--- config.mk ---
export PLATFORM = sky130hd
export DESIGN_NAME = rpmem_target
export DESIGN_NICKNAME = d
export VERILOG_FILES = /design/src/rtl/rpmem_pkg.sv /design/src/rtl/rpmem_sync.sv /design/src/rtl/rpmem_target.sv
export SDC_FILE = /design/constraint.sdc
export NUM_CORES = 1
export LEC_CHECK = 0
export CORE_UTILIZATION = 40
export CTS_BUF_LIST = sky130_fd_sc_hd__clkbuf_16
export DETAILED_ROUTE_END_ITERATION = 16
export PLACE_DENSITY = 0.76
export SYNTH_ARGS = -nofsm -noshare
export SYNTH_HDL_FRONTEND = slang
export SYNTH_SLANG_ARGS = --single-unit
--- constraint.sdc ---
create_clock -name clk -period 5.17 [get_ports clk]
set_input_delay 1.034 -clock clk [delete_from_list [all_inputs] [get_ports clk]]
set_output_delay 1.034 -clock clk [all_outputs]
set_load 0.05 [all_outputs]
--- src/rtl/rpmem_pkg.sv ---
// Shared definitions for the rpmem SPI-to-memory-bus bridge: opcode values,
// frame field widths and the responder FSM state type.
package rpmem_pkg;

  localparam int unsigned CMD_BITS  = 8;
  localparam int unsigned ADDR_BITS = 24;
  localparam int unsigned DATA_BITS = 32;

  localparam logic [7:0] OP_WRITE = 8'h02;
  localparam logic [7:0] OP_READ  = 8'h03;

  typedef enum logic [2:0] {
    StIdle,
    StCmd,
    StAddr,
    StRdReq,
    StRdData,
    StWrData,
    StWrReq,
    StDrop
  } state_e;

endpackage

--- src/rtl/rpmem_sync.sv ---
// Multi-flop synchronizer for one asynchronous single-bit input.
// Ports:
//   clk, resetn : system clock, asynchronous active-low reset
//   d           : asynchronous input
//   q           : synchronized output, SYNC_STAGES cycles of latency
// RESET_VAL lets the select line come out of reset in its inactive (high) state.
module rpmem_sync #(
  parameter int unsigned SYNC_STAGES = 2,
  parameter bit          RESET_VAL   = 1'b0
) (
  input  logic clk,
  input  logic resetn,
  input  logic d,
  output logic q
);

  logic [SYNC_STAGES-1:0] r_sync;

  always_ff @(posedge clk or negedge resetn) begin
    if (!resetn) begin
      r_sync <= {SYNC_STAGES{RESET_VAL}};
    end else begin
      r_sync <= {r_sync[SYNC_STAGES-2:0], d};
    end
  end

  assign q = r_sync[SYNC_STAGES-1];

endmodule

--- src/rtl/rpmem_target.sv ---
// SPI (mode 0) responder that decodes 0x02 write / 0x03 read frames and issues
// one 32-bit transaction per frame on the internal valid/ready memory bus.
// Ports:
//   clk, resetn          : system clock, asynchronous active-low reset
//   ss, sclk, mosi       : SPI inputs, asynchronous to clk
//   miso, hold           : SPI read data and read-pacing flag
//   mem_valid/write/addr/wdata, mem_rdata/ready : memory bus initiator side
//   bad_cmd              : one-cycle pulse on an unknown opcode
module rpmem_target
  import rpmem_pkg::*;
#(
  parameter int unsigned SYNC_STAGES = 2,
  parameter logic [7:0]  ADDR_HI     = 8'h00
) (
  input  logic        clk,
  input  logic        resetn,
  input  logic        ss,
  input  logic        sclk,
  input  logic        mosi,
  output logic        miso,
  output logic        hold,
  output logic        mem_valid,
  output logic        mem_write,
  output logic [31:0] mem_addr,
  output logic [31:0] mem_wdata,
  input  logic [31:0] mem_rdata,
  input  logic        mem_ready,
  output logic        bad_cmd
);

  localparam logic [5:0] LastCmdBit  = 6'(CMD_BITS - 1);
  localparam logic [5:0] LastAddrBit = 6'(CMD_BITS + ADDR_BITS - 1);
  localparam logic [5:0] LastDataBit = 6'(CMD_BITS + ADDR_BITS + DATA_BITS - 1);
  localparam logic [5:0] FirstRdBit  = 6'(CMD_BITS + ADDR_BITS);

  logic w_ss, w_sclk, w_mosi;

  rpmem_sync #(.SYNC_STAGES(SYNC_STAGES), .RESET_VAL(1'b1)) u_sync_ss (
    .clk    (clk),
    .resetn (resetn),
    .d      (ss),
    .q      (w_ss)
  );

  rpmem_sync #(.SYNC_STAGES(SYNC_STAGES), .RESET_VAL(1'b0)) u_sync_sclk (
    .clk    (clk),
    .resetn (resetn),
    .d      (sclk),
    .q      (w_sclk)
  );

  rpmem_sync #(.SYNC_STAGES(SYNC_STAGES), .RESET_VAL(1'b0)) u_sync_mosi (
    .clk    (clk),
    .resetn (resetn),
    .d      (mosi),
    .q      (w_mosi)
  );

  // Registered edge pulses; mosi is delayed alongside so it lines up with r_rise.
  logic r_sclk_prev, r_rise, r_fall, r_mosi;

  always_ff @(posedge clk or negedge resetn) begin
    if (!resetn) begin
      r_sclk_prev <= 1'b0;
      r_rise      <= 1'b0;
      r_fall      <= 1'b0;
      r_mosi      <= 1'b0;
    end else begin
      r_sclk_prev <= w_sclk;
      r_rise      <= w_sclk & ~r_sclk_prev;
      r_fall      <= ~w_sclk & r_sclk_prev;
      r_mosi      <= w_mosi;
    end
  end

  state_e      r_state;
  logic [31:0] r_shift;
  logic [5:0]  r_cnt;       // rising sclk edges seen in this frame
  logic        r_is_read;
  logic        r_abort;     // ss rose while a bus request was pending
  logic        r_miso, r_hold, r_mem_valid, r_mem_write, r_bad_cmd;
  logic [31:0] r_mem_addr, r_mem_wdata;
  logic [31:0] w_shift_next;

  assign w_shift_next = {r_shift[30:0], r_mosi};

  always_ff @(posedge clk or negedge resetn) begin
    if (!resetn) begin
      r_state     <= StIdle;
      r_shift     <= '0;
      r_cnt       <= '0;
      r_is_read   <= 1'b0;
      r_abort     <= 1'b0;
      r_miso      <= 1'b0;
      r_hold      <= 1'b0;
      r_mem_valid <= 1'b0;
      r_mem_write <= 1'b0;
      r_mem_addr  <= '0;
      r_mem_wdata <= '0;
      r_bad_cmd   <= 1'b0;
    end else begin
      r_bad_cmd <= 1'b0;
      unique case (r_state)
        StIdle: begin
          r_abort <= 1'b0;
          r_miso  <= 1'b0;
          if (!w_ss) begin
            r_cnt   <= '0;
            r_state <= StCmd;
          end
        end
        StCmd: begin
          if (w_ss) begin
            r_state <= StIdle;
          end else if (r_rise) begin
            r_shift <= w_shift_next;
            r_cnt   <= r_cnt + 6'd1;
            if (r_cnt == LastCmdBit) begin
              if (w_shift_next[7:0] == OP_READ || w_shift_next[7:0] == OP_WRITE) begin
                r_is_read <= (w_shift_next[7:0] == OP_READ);
                r_state   <= StAddr;
              end else begin
                r_bad_cmd <= 1'b1;
                r_state   <= StDrop;
              end
            end
          end
        end
        StAddr: begin
          if (w_ss) begin
            r_state <= StIdle;
          end else if (r_rise) begin
            r_shift <= w_shift_next;
            r_cnt   <= r_cnt + 6'd1;
            if (r_cnt == LastAddrBit) begin
              r_mem_addr  <= {ADDR_HI, w_shift_next[ADDR_BITS-1:0]};
              r_mem_write <= ~r_is_read;
              if (r_is_read) begin
                r_hold  <= 1'b1;
                r_state <= StRdReq;
              end else begin
                r_state <= StWrData;
              end
            end
          end
        end
        StRdReq: begin
          if (w_ss) r_abort <= 1'b1;
          if (!r_mem_valid) begin
            r_mem_valid <= 1'b1;
          end else if (mem_ready) begin
            r_mem_valid <= 1'b0;
            r_hold      <= 1'b0;
            if (r_abort || w_ss) begin
              r_state <= StIdle;
            end else begin
              r_shift <= mem_rdata;
              r_miso  <= mem_rdata[31];
              r_state <= StRdData;
            end
          end
        end
        StRdData: begin
          if (w_ss) begin
            r_miso  <= 1'b0;
            r_state <= StIdle;
          end else if (r_rise) begin
            r_cnt <= r_cnt + 6'd1;
            if (r_cnt == LastDataBit) begin
              r_miso  <= 1'b0;
              r_state <= StDrop;
            end
          end else if (r_fall && r_cnt != FirstRdBit) begin
            // The fall of the last address bit may land here; bit 31 must survive it.
            r_shift <= {r_shift[30:0], 1'b0};
            r_miso  <= r_shift[30];
          end
        end
        StWrData: begin
          if (w_ss) begin
            r_state <= StIdle;
          end else if (r_rise) begin
            r_shift <= w_shift_next;
            r_cnt   <= r_cnt + 6'd1;
            if (r_cnt == LastDataBit) begin
              r_mem_wdata <= w_shift_next;
              r_state     <= StWrReq;
            end
          end
        end
        StWrReq: begin
          if (w_ss) r_abort <= 1'b1;
          if (!r_mem_valid) begin
            r_mem_valid <= 1'b1;
          end else if (mem_ready) begin
            r_mem_valid <= 1'b0;
            r_state     <= (r_abort || w_ss) ? StIdle : StDrop;
          end
        end
        StDrop: begin
          r_miso <= 1'b0;
          if (w_ss) r_state <= StIdle;
        end
      endcase
    end
  end

  assign miso      = r_miso;
  assign hold      = r_hold;
  assign mem_valid = r_mem_valid;
  assign mem_write = r_mem_write;
  assign mem_addr  = r_mem_addr;
  assign mem_wdata = r_mem_wdata;
  assign bad_cmd   = r_bad_cmd;

endmodule

## After elaboration in Yosys (flattened, before gate mapping)

Cells that the tools add are included.

- Bits in registers: 113
- Latch bits: 0
- Bits in writable memories: 0
- Bits in read-only memories: 0
- Input port bits: 38
- Output and inout port bits: 69
- Word-level logic and storage cells: 150
- Memories: 0

- Add/subtract/negate cells: 1
- Multiply operators: 0
- Divide/modulo/power cells: 0
- Magnitude comparators: 0
- Equal/unequal tests: 42
- Shift operators: 0
- Muxes and demuxes: 60
- Bitwise gates (word level): 6
- Reductions and logical operators: 22

Operators with widths:

| kind | number |
|---|---|
| $mux W31 | 8 |
| $pmux W31 S3 | 1 |
| $mux W3 | 22 |
| $ne A2 B2 Y1 const B | 15 |
| $ne A3 B2 Y1 const B | 8 |
| $pmux W3 S8 | 1 |
| $mux W1 | 21 |
| $mux W6 | 3 |
| $eq A8 B2 Y1 const B | 2 |
| $reduce_and A14 Y1 | 1 |
| $eq A3 B3 Y1 const B | 4 |
| $pmux W6 S2 | 1 |
| $reduce_and A4 Y1 | 3 |
| $reduce_and A9 Y1 | 1 |
| $ne A2 B1 Y1 const B | 4 |
| $ne A4 B3 Y1 const B | 2 |
| $reduce_and A7 Y1 | 1 |
| $add A6 B1 Y6 const B | 1 |
| $eq A3 B2 Y1 const B | 2 |
| $eq A6 B3 Y1 const B | 1 |
| $eq A6 B5 Y1 const B | 1 |
| $eq A6 B6 Y1 const B | 1 |
| $ne A6 B6 Y1 const B | 1 |
| $reduce_and A6 Y1 | 1 |
| 15 further kinds | 25 |

## Logic depth before layout (Yosys ltp)

- Depth after elaboration: 7
- Depth in mapped cells: 8
- Gate-level depth less buffers: 7

## Hierarchy

A second synthesis with hierarchy kept.

- Cells, all modules: 417
- Area, all modules: 5084.9 um^2

By module, submodules not included:

| module | instances | cells each | area an instance (um^2) | sequential area each (um^2) |
|---|---|---|---|---|
| rpmem_target | 1 | 411 | 4932.2 | 2677.6 |
| rpmem_sync (u_sync_mosi ...) | 2 | 2 | 50.0 | 50.0 |
| rpmem_sync (u_sync_ss) | 1 | 2 | 52.6 | 52.6 |

## Worst setup path after synthesis

No wires, ideal clock.

- Kind: in2reg
- Start point: input mem_ready
- End point: register r_state[0]
- Setup time: 0.128 ns
- Arrival: 1.999 ns
- Data required time: 5.042 ns
- Slack: 3.043 ns
- Cell stages on the path: 5
- Buffers on the path: 0
- Cell sequence: nand2_1 o2bb2ai_1 a222oi_1 o21ai_1 mux2_1

- Word-level cells in the longest chain between the ends: 2
- Elaborated cells between the ends (all ways): 3
- Those cells by class: eq/ne (2); reduce/logical (1)

Ends and longest elaborated chain:

| item | line | source |
|---|---|---|
| from (decl) | rpmem_target.sv:27 | `input logic mem_ready,` |
| $ne A2 B2 Y1 (no source line) | -- |  |
| $reduce_and A14 Y1 (no source line) * | -- |  |
| to (signal assigned) | rpmem_target.sv:89 | `r_state <= StIdle;` |
| to (signal assigned) | rpmem_target.sv:109 | `r_state <= StCmd;` |
| to (signal assigned) | rpmem_target.sv:114 | `r_state <= StIdle;` |
| to (decl) | rpmem_target.sv:76 | `state_e r_state;` |

Every way passes the cells marked *; elsewhere a longest branch is shown, timed or not.
A chain may end at the register's enable or synchronous reset.

## Worst setup path in the final report

- Start point: input mem_ready
- End point: register r_shift[0]

- Word-level cells in the longest chain between the ends: 2

Ends and longest elaborated chain:

| item | line | source |
|---|---|---|
| $ne A2 B2 Y1 (no source line) | -- |  |
| $reduce_and A9 Y1 (no source line) | -- |  |
| to (signal assigned) | rpmem_target.sv:116 | `r_shift <= w_shift_next;` |
| to (signal assigned) | rpmem_target.sv:133 | `r_shift <= w_shift_next;` |
| to (signal assigned) | rpmem_target.sv:157 | `r_shift <= mem_rdata;` |
| to (decl) | rpmem_target.sv:77 | `logic [31:0] r_shift;` |

No other way between the ends.

==> results.md <==
- Status: completed
- CTS sink count: 113
- Ant diodes: 0
- Die height: 114.0 um
- Global-route wire length before repair: 17.68 mm
- DR vias: 3494
- Syn Inst Count: 420
- Post-CTS Resized: 0
- Static leakage: 3.058 nW
- Max Clock Skew: 0.006437 ns
- Final #Nets: 557
- Max-Cap Viols: 0
- Setup_tns: 0 ns
- Root Driver: clkbuf_16
- IO Port Bufs: 98
- Die width: 114.0 um
- CP max FO: 61
- Ys flop type: dfrtp_1
- Power Internal: 2.135 mW
- Worst setup EP type: flip-flop
- Detail Route Antenna Nets: 0
- CP Cell Sequence: clkdlybuf4s50_1 -> nand4b_1 -> a211o_1 -> nand3_2 -> mux2_2
- Worst EP arrival: 3.18 ns
- Slowest CP cell: nand3_2
- Initial Utilization: 41.42%
- First-pass DRT Iterations: 4
- Setup CP Type: input port to flip-flop
- Area Growth Syn to Fin: 32.00%
- Share of cells above drive strength 1: 16.23%
- Core Area: 12110 um2
- Drt total wl: 10.84 mm
- RSZ-0062 raised after global routing: false
- H-tree depth: 4
- Flip-flop and latch area: 2830 um2
- Final Hold Fails: 0
- Grt ovf: 0
- Async set-reset flop share out of synthesis: 100.0%
- Crit path launch type: input port
- Multi-input logic area: 2008 um2
- Worst path required time: 5.45 ns
- DR vias/cell: 5.006
- Drt drc: 0
- Clk_lat worst skew: 0.41 ns
- Hold/Removal Path Class: flip-flop to flip-flop
- Leading area contributor after synthesis: dfrtp_1
- I/O Pins: 107
- Detailed-placement wirelength estimate: 7.302 mm
- Tcrit/Tclk final: 56.01%
- Fillers: 1043
- Finish-stage setup viols: 0
- Slew Viols, Final: 0
- Final min period: 2.896 ns
- Synth top area cells: dfrtp_1, mux2_2, mux2i_1
- Cts bufs inserted: 17
- Initial antenna violation count: 1
- Slew @ Worst Pin: 1.097 ns
- Core Util, Final: 54.67%
- RD Place Congestion: 0.8573
- Synthesized area per cell: 11.94 um2
- Post-synth EDFFs: 0
- Maximum vdd drop: 0.2687 mV
- Max_slew headroom: 26.87%
- Post-CTS Setup Inserts: 0
- Sequential share of the synthesized area: 56.42%
- Distinct cells, synth: 50
- Initial drt markers: 180
- Tot GR Track Use: 17.98%
- CP max stage delay: 0.80 ns
- Cts hold-fix bufs: 0
- Register bit total from synthesis: 113
- Sequential share of power: 39.8%
- Cell Rows: 40
- CTS tree: yes
- Area share of the largest cell type after synthesis: 55.38%
- Largest net degree at the start of global routing: 62
- Max clock buf depth: 2
- Sw Ratio: 33.08%
- Synth warnings: 0
- Clk pin slew, worst setup/hold paths: 0.05 ns
- Power share of the combinational group: 27.0%
- Power share of the clock group: 33.1%
- Maximum clock frequency: 0.3453 GHz
- Syn Std Cell Area: 5016 um2
- Vias in the first global route: 3483
- Full die area: 12990 um2
- DR WL/cell: 15.53 um
- Pwr per Cell Area: 481.9 nW/um2
- P_sw: 1.056 mW
power by group through the flow:
| stage | Combinational (mW) | Sequential [mW] | Clock, mW |
|---|---|---|---|
| after floorplan | 0.714 | 1.20 | 0 |
| after global placement | 0.840 | 1.27 | 0 |
| after detailed placement | 0.865 | 1.28 | 0 |
| after CTS | 0.870 | 1.27 | 1.08 |
| after global routing | 0.941 | 1.30 | 1.13 |
| final | 0.863 | 1.27 | 1.06 |
per-layer routing:
layer | global-route usage [%] | routed length (um)
met1 | 22.62 | 4721
met4 | 9.091 | 301
met3 | 5.420 | 563
met5 | 0 | 9
met2 | 28.16 | 5244
cells by family (layout without fill, tap and decap cells):
logic type               Yosys count  in the layout  share of synthesized area [%]
flip-flops                       113            113                          56.42
AND/OR/NAND/NOR                  111            111                          10.73
adder cells (fa/ha/maj)            3              3                         0.7233
buffers and inverters             38            141                          4.340
other                              1              8                        0.07476
AO/OA/AOI/OAI                     60             60                          6.910
XOR/XNOR                           6              6                          1.048
multiplexers                      88             88                          19.76
path summary, 6_finish.rpt:
| check | startpoint | end | slack [ns] | cells after the start |
|---|---|---|---|---|
| worst min register to register | u_sync_sclk.r_sync[0] | u_sync_sclk.r_sync[1] | 0.35 | 0 |
| max in group asynchronous | resetn | mem_addr[10] | 3.33 | 2 |
| worst max register to register | r_state[1] | r_shift[0] | 2.35 | 4 |
| min in group asynchronous | resetn | u_sync_mosi.r_sync[0] | 0.70 | 1 |
| worst max-delay path | mem_ready | r_shift[0] | 2.27 | 5 |
| worst min-delay path | u_sync_sclk.r_sync[0] | u_sync_sclk.r_sync[1] | 0.35 | 0 |
area by class of cell:
| class | count | area share (%) |
|---|---|---|
| multi-input cells | 276 | 30.33 |
| clock buffers | 17 | 6.425 |
| inverters | 7 | 0.3968 |
| repair buffers | 102 | 15.23 |
| clock inverters | 15 | 1.701 |
| flip-flops and latches | 113 | 42.74 |
| well taps | 168 | 3.175 |
sequential cells by signal, indices dropped and copies added (netlist names):
signal,flops
r_abort,1
r_mosi,1
mem_valid,1
u_sync_mosi.r_sync,2
u_sync_ss.r_sync,2
mem_wdata,32
bad_cmd,1
r_cnt,6
u_sync_sclk.r_sync,2
r_fall,1
miso,1
r_sclk_prev,1
r_state,3
hold,1
r_shift,31
r_rise,1
mem_addr,24
mem_write,1
r_is_read,1
through the flow:
stage,total power [mW],std cells,hold WS [ns],area (um2),worst slack (ns)
after floorplan,1.918,427,0.3312,5042,3.043
after global placement,2.108,666,0.3386,6083,1.870
after detailed placement,2.144,666,0.3419,6083,1.797
after CTS,3.221,698,0.3530,6621,2.230
after global routing,3.372,698,0.3568,6621,2.080
final,3.191,698,0.3483,6621,2.274
cell usage after synthesis (5+ instances only):
master	n
dfrtp_1	111
nor2_1	45
mux2_2	40
a21oi_1	36
mux2i_1	33
nand2_1	29
buf_2	12
buf_4	12
mux2_4	11
o21ai_0	9
inv_1	7
nand2b_1	5
nand3_1	5
or3_1	5
xnor2_1	5
worst max-delay path: cells and delay by family:
family / cells / cell delay (ns)
AOI/OAI and AO/OA: 1 / 0.15
buffers and inverters: 1 / 0.45
muxes: 1 / 0.61
and+or+nand+nor: 2 / 0.93
cells in the final DEF, fill, tap and decap left out, types with 3 or more instances in the layout:
cell,count
clkinv_1,5
nor3_1,3
or3_1,5
clkinv_2,3
nor2_1,45
mux2_4,11
inv_1,12
conb_1,8
mux2_2,40
nor2b_1,4
buf_4,5
a21oi_1,36
o21ai_0,9
nand3_1,5
xnor2_1,4
mux2_1,4
dfrtp_1,111
clkbuf_16,17
nand2b_1,5
nand2_1,29
a31oi_1,3
nor4_1,3
clkdlybuf4s50_1,97
mux2i_1,33
Power figures use the tool's default switching activity.
